**src/rtl/axis_toggle_ctrl.sv**
```systemverilog
// rtl/axis_toggle_ctrl.sv - per-axis toggle motion controller driving stepper dir/en
// Latches button presses into runs, backs off limits, gaps reversals, tracks position.
module axis_toggle_ctrl #(
    parameter int POS_W         = 16,
    parameter int MAX_STEPS     = 4000,
    parameter int REV_GAP       = 8,
    parameter int BACKOFF_STEPS = 4
) (
    input  logic             clk,
    input  logic             rst,
    input  logic             step_tick,
    input  logic             btn_fwd,
    input  logic             btn_rev,
    input  logic             limit_fwd,
    input  logic             limit_rev,
    output logic             dir,
    output logic             en,
    output logic [1:0]       at_limit,
    output logic [POS_W-1:0] position,
    output logic [2:0]       state_dbg
);

    localparam int RUN_W = $clog2(MAX_STEPS + 1);
    localparam int GAP_W = $clog2(REV_GAP + 1);
    localparam int BO_W  = $clog2(BACKOFF_STEPS + 1);

    typedef enum logic [2:0] {
        IDLE    = 3'd0,
        RUN_FWD = 3'd1,
        RUN_REV = 3'd2,
        GAP     = 3'd3,
        BACKOFF = 3'd4
    } state_t;

    state_t             state_q, state_d;
    logic               dir_q, dir_d;
    logic               pend_dir_q, pend_dir_d;
    logic [RUN_W-1:0]   run_cnt_q, run_cnt_d;
    logic [GAP_W-1:0]   gap_cnt_q, gap_cnt_d;
    logic [BO_W-1:0]    bo_cnt_q, bo_cnt_d;
    logic [POS_W-1:0]   position_q, position_d;
    logic [1:0]         at_limit_q, at_limit_d;
    logic               btn_fwd_q, btn_rev_q;
    logic               press_fwd, press_rev, en_q;

    assign press_fwd = btn_fwd & ~btn_fwd_q;
    assign press_rev = btn_rev & ~btn_rev_q;
    assign en_q      = (state_q == RUN_FWD) || (state_q == RUN_REV) || (state_q == BACKOFF);

    always_comb begin
        state_d    = state_q;
        dir_d      = dir_q;
        pend_dir_d = pend_dir_q;
        run_cnt_d  = run_cnt_q;
        gap_cnt_d  = gap_cnt_q;
        bo_cnt_d   = bo_cnt_q;
        at_limit_d = {limit_rev, limit_fwd};
        position_d = position_q;
        // Position uses the pre-transition en/dir of the current cycle
        if (step_tick && en_q)
            position_d = position_q + (dir_q ? POS_W'(1) : {POS_W{1'b1}});

        case (state_q)
            IDLE: begin
                if (press_fwd && !press_rev && !limit_fwd) begin
                    state_d   = RUN_FWD;
                    dir_d     = 1'b1;
                    run_cnt_d = '0;
                end else if (press_rev && !press_fwd && !limit_rev) begin
                    state_d   = RUN_REV;
                    dir_d     = 1'b0;
                    run_cnt_d = '0;
                end
            end
            RUN_FWD, RUN_REV: begin
                if ((state_q == RUN_FWD) ? limit_fwd : limit_rev) begin
                    state_d  = BACKOFF;
                    dir_d    = (state_q == RUN_REV);
                    bo_cnt_d = '0;
                end else if ((state_q == RUN_FWD) ? press_fwd : press_rev) begin
                    state_d = IDLE;
                end else if ((state_q == RUN_FWD) ? press_rev : press_fwd) begin
                    state_d    = GAP;
                    pend_dir_d = (state_q == RUN_REV);
                    gap_cnt_d  = '0;
                end else if (step_tick) begin
                    if (run_cnt_q == RUN_W'(MAX_STEPS - 1))
                        state_d = IDLE;
                    else
                        run_cnt_d = run_cnt_q + RUN_W'(1);
                end
            end
            GAP: begin
                if (press_fwd || press_rev) begin
                    state_d = IDLE;
                end else if (step_tick) begin
                    if (gap_cnt_q == GAP_W'(REV_GAP - 1)) begin
                        if (pend_dir_q ? limit_fwd : limit_rev) begin
                            state_d = IDLE;
                        end else begin
                            state_d   = pend_dir_q ? RUN_FWD : RUN_REV;
                            dir_d     = pend_dir_q;
                            run_cnt_d = '0;
                        end
                    end else begin
                        gap_cnt_d = gap_cnt_q + GAP_W'(1);
                    end
                end
            end
            BACKOFF: begin
                // The limit we are backing toward closing means the axis is boxed in
                if (dir_q ? limit_fwd : limit_rev) begin
                    state_d = IDLE;
                end else if (step_tick) begin
                    if (bo_cnt_q == BO_W'(BACKOFF_STEPS - 1))
                        state_d = IDLE;
                    else
                        bo_cnt_d = bo_cnt_q + BO_W'(1);
                end
            end
            default: state_d = IDLE;
        endcase
    end

    always_ff @(posedge clk) begin
        if (rst) begin
            state_q    <= IDLE;
            dir_q      <= 1'b0;
            pend_dir_q <= 1'b0;
            run_cnt_q  <= '0;
            gap_cnt_q  <= '0;
            bo_cnt_q   <= '0;
            position_q <= '0;
            at_limit_q <= '0;
            btn_fwd_q  <= 1'b1;
            btn_rev_q  <= 1'b1;
        end else begin
            state_q    <= state_d;
            dir_q      <= dir_d;
            pend_dir_q <= pend_dir_d;
            run_cnt_q  <= run_cnt_d;
            gap_cnt_q  <= gap_cnt_d;
            bo_cnt_q   <= bo_cnt_d;
            position_q <= position_d;
            at_limit_q <= at_limit_d;
            btn_fwd_q  <= btn_fwd;
            btn_rev_q  <= btn_rev;
        end
    end

    assign dir       = dir_q;
    assign en        = en_q;
    assign at_limit  = at_limit_q;
    assign position  = position_q;
    assign state_dbg = state_q;

endmodule

```
**config.mk**
```make
export PLATFORM = sky130hd
export DESIGN_NAME = axis_toggle_ctrl
export DESIGN_NICKNAME = d
export VERILOG_FILES = /design/src/rtl/axis_toggle_ctrl.sv
export SDC_FILE = /design/constraint.sdc
export NUM_CORES = 1
export LEC_CHECK = 0
export ABC_AREA = 1
export CAP_MARGIN = 30
export CORE_MARGIN = 1
export CORE_UTILIZATION = 64
export CTS_BUF_LIST = sky130_fd_sc_hd__clkbuf_8 sky130_fd_sc_hd__clkbuf_16
export CTS_CLUSTER_SIZE = 14
export DETAILED_ROUTE_END_ITERATION = 6
export DONT_BUFFER_PORTS = 1
export PLACE_DENSITY = 0.8
export SLEW_MARGIN = 20
export SYNTH_ARGS = -nofsm -noshare
export SYNTH_HDL_FRONTEND = slang
export SYNTH_SLANG_ARGS = --single-unit
```
**constraint.sdc**
```tcl
create_clock -name clk -period 2.4 [get_ports clk]
set_input_delay 0.48 -clock clk [delete_from_list [all_inputs] [get_ports clk]]
set_output_delay 0.48 -clock clk [all_outputs]
set_load 0.02 [all_outputs]
```
* After elaboration in Yosys (flattened, before gate mapping) *
Cells that the tools add are included.

operators by class
  add/sub/neg operators = 4
  equal/unequal tests = 29
  mux-type cells = 54
  bitwise logic cells = 6
  reduce and logical (&&, ||, !) cells = 23

operators with widths
  cell                                                             number
  12-bit two-way mux                                               11
  3-bit two-way mux                                                17
  12-bit case mux with 3 select lines                              1
  2-bit inequality test, second input constant                     15
  4-bit two-way mux                                                6
  7-bit AND reduction                                              3
  16-bit adder                                                     1
  16-bit two-way mux                                               1
  12-bit by 1-bit adder with 12-bit output, second input constant  1
  12-bit == test, second input constant                            1
  1-bit two-way mux                                                12
  3-bit case mux with 4 select lines                               1
  11-bit AND reduction                                             1
  5-bit inequality test, second input constant                     2
  3-bit by 2-bit == test with 1-bit output, second input constant  3
  3-bit inequality test, second input constant                     3
  4-bit case mux with 2 select lines                               1
  3-bit case mux with 2 select lines                               1
  1-bit logical AND                                                5
  5-bit AND reduction                                              1
  4-bit by 1-bit adder with 4-bit output, second input constant    1
  4-bit by 3-bit == test with 1-bit output, second input constant  1
  1-bit logical NOT                                                4
  2-bit two-way mux                                                2
  other kinds (14)                                                 21

word-level totals
  flip-flop bits (word level) = 44
  input port bits = 7
  output and inout bits = 23

* Depth between registers and ports, before layout *
Gate-level depths: netlist (run 1).

  depth after elaboration = 8
  mapped depth = 12
  gate-level depth less buffers = 12

* Least setup slack after synthesis (run 1) *
OpenSTA, ideal clock, no wires.

  kind = reg-to-reg
  start point = register dir_q (netlist: dir)
  end point = register position_q[13] (netlist: position[13])
  library setup time = 117 ps
  data arrival time = 1926 ps
  slack = 357 ps
  cell stages (with the launch flop) = 11
  buffers on the path = 0
  cells stage by stage = dfxtp_1 > inv_1 > ha_1 > nand2_1 > inv_1 > a21oi_1 > nor2_1 > nor2_1 > a21oi_1 > nor2_1 > nor2_1

on the way
  cells in the longest elaborated chain, start to end = 2

RTL lines
  item                      RTL line  source
  start: declaration        36        logic dir_q, dir_d;
  start signal: assignment  139       dir_q <= dir_d;
  16-bit two-way mux        61        position_d = position_q + (dir_q ? POS_W'(1) : {POS_W{1'b1}});
  16-bit adder              61
  end signal: assignment    144       position_q <= position_d;
  end: declaration          41        logic [POS_W-1:0] position_q, position_d;

Every way passes these cells.
A chain may end at the register's enable or synchronous reset.

* Worst setup path in the final report (run 1) *
Ends and elaborated chain as after synthesis.

==> results.md, run 1 <==
* Max stage delay on crit path at 430 ps
* Synth Register Bits at 44
* CTS Buffer Depth at 2
* Number of flops mapped to enable cells by yosys at 0
* DR iter-0 viols at 188
* RSZ-0062 raised after global routing: no
* Net Sw Power at 0.002585 W
* Die X at 73.76 um
* Setup TNS at 0 ps
* Syn_nets at 561
* Vias/cell at 5.403
* Power per Cell Area at 1436 mW/mm2
* Final GP Congestion at 0.9219
* Vias in the first global route at 2,988
* Vias at 3,247
* YS warnings at 0
* VDD IR max at 0.9201 mV
* PortBufs at 0
* Root buf cell: clkbuf_8
* Crit share post-route at 89.81%
* Most common cell after layout, fill and taps aside: nand2_1
* Status: complete, no violations
* Crit. End Element: flop
* Fmax at 463.9 MHz
* Unique masters post-synth at 35
* Post-Syn Instances at 535
* Top cells by area, synth: dfxtp_1 27%, nand2_1 17%, nor2_1 10%, inv_1 7.1%, ha_1 6.8%
* Global routing usage on met3 at 4.938%
* Antenna violations before repair at 0
* DP Wirelength at 5.412 mm
* Most used cell along the critical path: nor2_1
* N_diodes at 0
* Mapped Area at 0.003296 mm2
* Io pins at 30
* Logic pwr share at 61.4%
* Final hold violation count at 0
* Hold crit path type: primary input to flop
* Post-DRT Antenna Nets at 0
* Setup Skew at 6.076 ps
* Num CTS Buffers at 5
* Max Cap Viol at 0
* Placed instance count at 593
* Reg power frac at 25.8%
* Die footprint at 0.005441 mm2
* H-tree levels at 2
* Gates resized, CTS repair at 0
* Fin. max-slew vios at 0
* Avg Inst Size Synth at 6.160 um2
* Starting Density at 67.97%
* Worst-Margin Slew at 582.8 ps
* Critical Path Source Type: flop
* WP data arrival at 2360 ps
* Met2 Use GR at 52.50%
* Layout area overhead at 4.404%
* CTS tree: done
* Layout cells sized above 1 at 6.742%
* Post-synth ARST share at 0%
* DRC Markers at 0
* Worst slew margin at 61.10%
* Routed length per instance at 12.16 um
* Fin cells at 601
* Cell Int Power at 0.002355 W
* Leakage at 1.699 nW
* Critical path buffers and inverters at 2
* Clk pwr share at 12.8%
* First-pass iteration count of the detailed router at 4
* Largest area contributor in the netlist: dfxtp_1
* Top Usage Layer GRT: met2
* Met1 usage in global routing at 34.17%
* Final setup vio count at 0
* First-pass GRT wire length at 12.34 mm
* Chip Height at 73.76 um
* Worst-path clk slew at 80 ps
* Req. time, crit path at 2600 ps
* Top delay family on crit path: buffers and inverters
* Commonest cells after routing, fill and taps aside: 149 x nand2_1, 88 x nor2_1, 62 x inv_1, 44 x dfxtp_1, 40 x nand3_1
* Cts hold-fix bufs at 0
* Worst Path Max Fanout at 15
* Total grt overflow at 0
* Final wirelength at 7.306 mm
* Slowest cell on crit path: inv_1
* Largest net degree at the start of global routing at 30
* Minimum clock period at 2155 ps
* Seq/Total Area, Yosys at 26.73%
* Sink Count at 44
* Postcts setup bufs at 0
* # nets final at 559
* Cell Rows at 25
* Sw frac at 52.33%
* Critical-path cell list: inv_1, ha_1, nand2_1, inv_1, a21oi_1, nor2_1, nor2_1, a21oi_1, nor2_1, nor2_1
* GR Util All Layers at 28.95%
* Crit path kind: flop to flop
* Clk_lat worst skew at 300 ps
* Top-area cell type share of the netlist area at 26.73%
* CORE AREA at 0.004848 mm2
* Top_reg_cell synth: dfxtp_1
[stage by stage]
stage	hold slack (ps)	setup WS, ps	instance area (um2)	util (%)	total power, W
after CTS	223.7	242.2	3441	70.97	0.004934
after global placement	469.5	369.9	3314	68.36	0.004210
after floorplan	455.0	357.2	3296	-	0.003800
after global routing	228.6	25.18	3441	70.97	0.005450
final	241.0	244.6	3441	70.97	0.004940
after detailed placement	483.6	254.0	3314	68.36	0.004284
[power by group through the flow]
stage / sequential, W / clock [W] / combinational (W)
floorplan: 0.00125 / 0 / 0.00255
global placement: 0.00129 / 0 / 0.00292
detailed placement: 0.00129 / 0 / 0.00299
CTS: 0.00127 / 0.000652 / 0.00301
global route: 0.00130 / 0.000670 / 0.00348
finish: 0.00127 / 0.000634 / 0.00303
[state kept, by name, summed over array words and instances (netlist names)]
name / cells
bo_cnt_q: 3
state_dbg: 3
at_limit: 2
dir: 1
btn_rev_q: 1
btn_fwd_q: 1
run_cnt_q: 12
pend_dir_q: 1
position: 16
gap_cnt_q: 4
[layer usage]
layer	part of all wire [%]	vias to the layer above	routed length, um
met3	4.9	6	358
met1	45	1451	3263
met2	49	82	3612
li1	-	1708	-
met4	0.99	0	72
met5	0	-	0
[final cells by class]
class / count / area, um2
clock inverters: 1 / 30.03
flip-flops and latches: 44 / 880.8
well taps: 67 / 83.83
repair buffers: 2 / 15.01
inverters: 67 / 254.0
multi-input cells: 413 / 2081
fillers: 435 / 1408
clock buffers: 7 / 96.34
[path summary, 6_finish.rpt]
check / from / endpoint / slack, ps / cells after the start
min: rst / at_limit[0] / 240 / 1
max: dir / position[13] / 240 / 10
max reg2reg: dir / position[13] / 240 / 10
min reg2reg: bo_cnt_q[2] / bo_cnt_q[2] / 500 / 2
[Yosys cell counts (5+ instances only)]
cell and n:
nor2_1 88, nand2_2 6, xnor2_1 5, inv_1 62
dfxtp_1 44, nand4_1 17, nand3_1 40, nand2_1 149
o21ai_0 21, ha_1 18, a21oi_1 32
[cells by family after synthesis]
kind of cell,count (synthesis),share of synthesized area [%]
flops,44,26.73
buf+inv,78,10.14
fa+ha+maj,19,7.441
compound gates,63,10.48
simple gates,322,42.82
xor+xnor,9,2.392
No activity file was read; power rests on OpenSTA's default activity.
==> run 2: changes to the inputs <==
--- a/config.mk
+++ b/config.mk
@@ -7,6 +7,7 @@
 export LEC_CHECK = 0
 export ABC_AREA = 1
 export CAP_MARGIN = 30
+export CORE_ASPECT_RATIO = 1.1
 export CORE_MARGIN = 1
 export CORE_UTILIZATION = 64
 export CTS_BUF_LIST = sky130_fd_sc_hd__clkbuf_8 sky130_fd_sc_hd__clkbuf_16
==> run 2 against run 1 <==
  * Hold slack lost 7.1 ps
  * Sequential power is essentially flat
  * Global-route usage grew 0.45 points
  * Count of clock-buffer cells in the layout shrank 2
  * Register-to-register slack gained 70 ps
  * Critical endpoint is now position[11]
  * Via count is essentially flat
  * Fmax grew 3.1%
  * Non-clock buffer count is the same
  * Highest routed layer unchanged
==> results.md, run 2 (synthesized netlist as in run 1, its figures left out) <==
* Filler cells at 458 (+5.3%)
* Max stage delay on crit path at 430 ps (about the same)
* Slowest cell on crit path: inv_1
* RSZ-0062 raised after global routing: no
* Req. time, crit path at 2610 ps (about the same)
* Max FFs per register at 16 (unchanged)
* H-tree levels at 2 (unchanged)
* GR Util All Layers at 29.41% (+0.45 points)
* N_diodes at 0 (unchanged)
* CTS tree: done
* Final wirelength at 7.513 mm (+2.8%)
* Layout cells sized above 1 at 6.742% (unchanged)
* Worst Path Max Fanout at 15 (unchanged)
* First-pass GRT wire length at 13.07 mm (+5.9%)
* Critical-path cell list: inv_1, ha_1, nand2_1, inv_1, a21oi_1, nand2_1, nand3_1, nand2_1, nand2_1, nand3_1, nand2_1, inv_1
* Max Cap Viol at 0 (unchanged)
* Area occupied by multi-input gates at 0.002081 mm2 (unchanged)
* Top delay family on crit path: simple AND/OR/NAND/NOR gates
* Minimum clock period at 2090 ps (-65.09 ps)
* Status: complete, no violations
* Worst Hold Margin at 233.9 ps (-7.134 ps)
* Critical path buffers and inverters at 3 (+1)
* Postcts setup bufs at 0 (unchanged)
* Most used cell along the critical path: nand2_1
* First-pass iteration count of the detailed router at 5 (+1)
* DR iter-0 viols at 253 (+35%)
* Reg-to-reg startpoint: dir
* Hold_sp: rst
* Worst slew margin at 61.53% (+0.42 points)
* Antenna violations before repair at 0 (unchanged)
* WP data arrival at 2300 ps (-60 ps)
* Final setup vio count at 0 (unchanged)
* Seq. cell area at 880.8 um2 (unchanged)
* Crit. End Element: flop
* Hold crit path type: primary input to flop
* Root buf cell: clkbuf_8
* Vias at 3,246 (-0.031%)
* CORE AREA at 0.004966 mm2 (+2.4%)
* Num CTS Buffers at 5 (unchanged)
* Starting Density at 66.36% (-1.6 points)
* Die footprint at 0.005441 mm2 (about the same)
* Power per Cell Area at 1446 mW/mm2 (+0.72%)
* WHS Path Cells at 1 (unchanged)
* Final GP Congestion at 0.9319 (+1.1%)
* Clk_lat worst skew at 310 ps (about the same)
* Setup TNS at 0 ps (unchanged)
* # nets final at 559 (unchanged)
* Post-DRT Antenna Nets at 0 (unchanged)
* R2R Path End: position[11]
* Crit share post-route at 87.10% (-2.7 points)
* Largest net degree at the start of global routing at 30 (unchanged)
* Commonest cells after routing, fill and taps aside: 149 x nand2_1, 88 x nor2_1, 62 x inv_1, 44 x dfxtp_1, 40 x nand3_1
* Routed length per instance at 12.69 um (+4.4%)
* Cts hold-fix bufs at 0 (unchanged)
* Vias in the first global route at 3,069 (+2.7%)
* Leakage at 1.689 nW (-0.61%)
* Fin. max-slew vios at 0 (unchanged)
* CTS Buffer Depth at 2 (unchanged)
* DRC Markers at 0 (unchanged)
* Crit path kind: flop to flop
* DP Wirelength at 5.554 mm (+2.6%)
* Most common cell after layout, fill and taps aside: nand2_1
* Reg2Reg Setup Slack at 310 ps (+70 ps)
* Total grt overflow at 0 (unchanged)
* Final hold violation count at 0 (unchanged)
* Worst-path clk slew at 90 ps (about the same)
* PortBufs at 0 (unchanged)
* VDD IR max at 0.8416 mV (-8.5%)
* Sink Count at 44 (unchanged)
* Setup Skew at 5.595 ps (-0.4809 ps)
* Critical Path Source Type: flop
* Final Util at 68.76% (-2.2 points)
* Io pins at 30 (unchanged)
* Chip Height at 77.26 um (+4.7%)
* Cell Rows at 27 (+8.0%)
* Worst-Margin Slew at 576.5 ps (-6.337 ps)
* Fmax at 478.4 MHz (+3.1%)
* Die X at 70.42 um (-4.5%)
* Reg2Reg Depth at 12 (+2)
* Gates resized, CTS repair at 0 (unchanged)
* Hold Path End: run_cnt_q[8]
* Vias/cell at 5.483 (+1.5%)
* Layout area overhead at 3.607%
## run 2: cell count changes in the layout (fill, tap and decap cells not counted)
| cell | delta |
|---|---|
| clkbuf_8 | -2 |
| clkinv_2 | +1 |
| clkinvlp_4 | +1 |
## run 2: how the worst max path moves through the flow
| stage | startpoint | to | slack [ps] | depth (start not counted) |
|---|---|---|---|---|
| 2_1_floorplan | dir | position[13] | 360 | 10 |
| 3_5_place_dp | dir | position[14] | 320 | 12 |
| 4_1_cts | dir | position[14] | 290 | 12 |
| 3_3_place_gp | dir | position[13] | 420 | 10 |
| 6_report | dir | position[11] | 310 | 12 |
| 5_1_grt | dir | position[11] | 60 | 12 |
## run 2: per-stage QoR
step / cell area, um2 / power, W / std cells / worst slack, ps
5_1_grt: 3415 / 0.005450 / 592 / 59.77
2_1_floorplan: 3296 / 0.003800 / 535 / 357.2
3_3_place_gp: 3303 / 0.004235 / 584 / 421.8
4_1_cts: 3415 / 0.004921 / 592 / 287.3
3_5_place_dp: 3303 / 0.004311 / 584 / 316.3
6_report: 3415 / 0.004937 / 592 / 309.7
## run 2: cell type report
class	instances	share of cell area (%)
Clock buffer	5	2.015
Clock inverter	3	1.246
Inverter	67	7.439
Multi-Input combinational cell	413	60.94
Sequential cell	44	25.80
Tap cell	58	2.125
Timing Repair Buffer	2	0.4397
## run 2: report_power, final
part / switching (W) / internal (W)
clock: 0.000284 / 0.000309
sequential: 0.000352 / 0.000920
combinational: 0.00200 / 0.00107
## run 2: per-layer routing
metal	up-vias	track usage, %	part of all wire, %
li1	1713	-	-
met1	1439	34.54	45
met2	79	50.95	49
met3	15	4.205	4.1
met4	0	15.60	2.2
met5	-	0	0
==> run 3: changes to the inputs <==
--- a/config.mk
+++ b/config.mk
@@ -10,8 +10,7 @@
 export CORE_ASPECT_RATIO = 1.1
 export CORE_MARGIN = 1
 export CORE_UTILIZATION = 64
-export CTS_BUF_LIST = sky130_fd_sc_hd__clkbuf_8 sky130_fd_sc_hd__clkbuf_16
-export CTS_CLUSTER_SIZE = 14
+export CTS_CLUSTER_SIZE = 16
 export DETAILED_ROUTE_END_ITERATION = 6
 export DONT_BUFFER_PORTS = 1
 export PLACE_DENSITY = 0.8
==> results of run 3 <==
The final DEF is identical to that of run 2; final timing and power are the same.
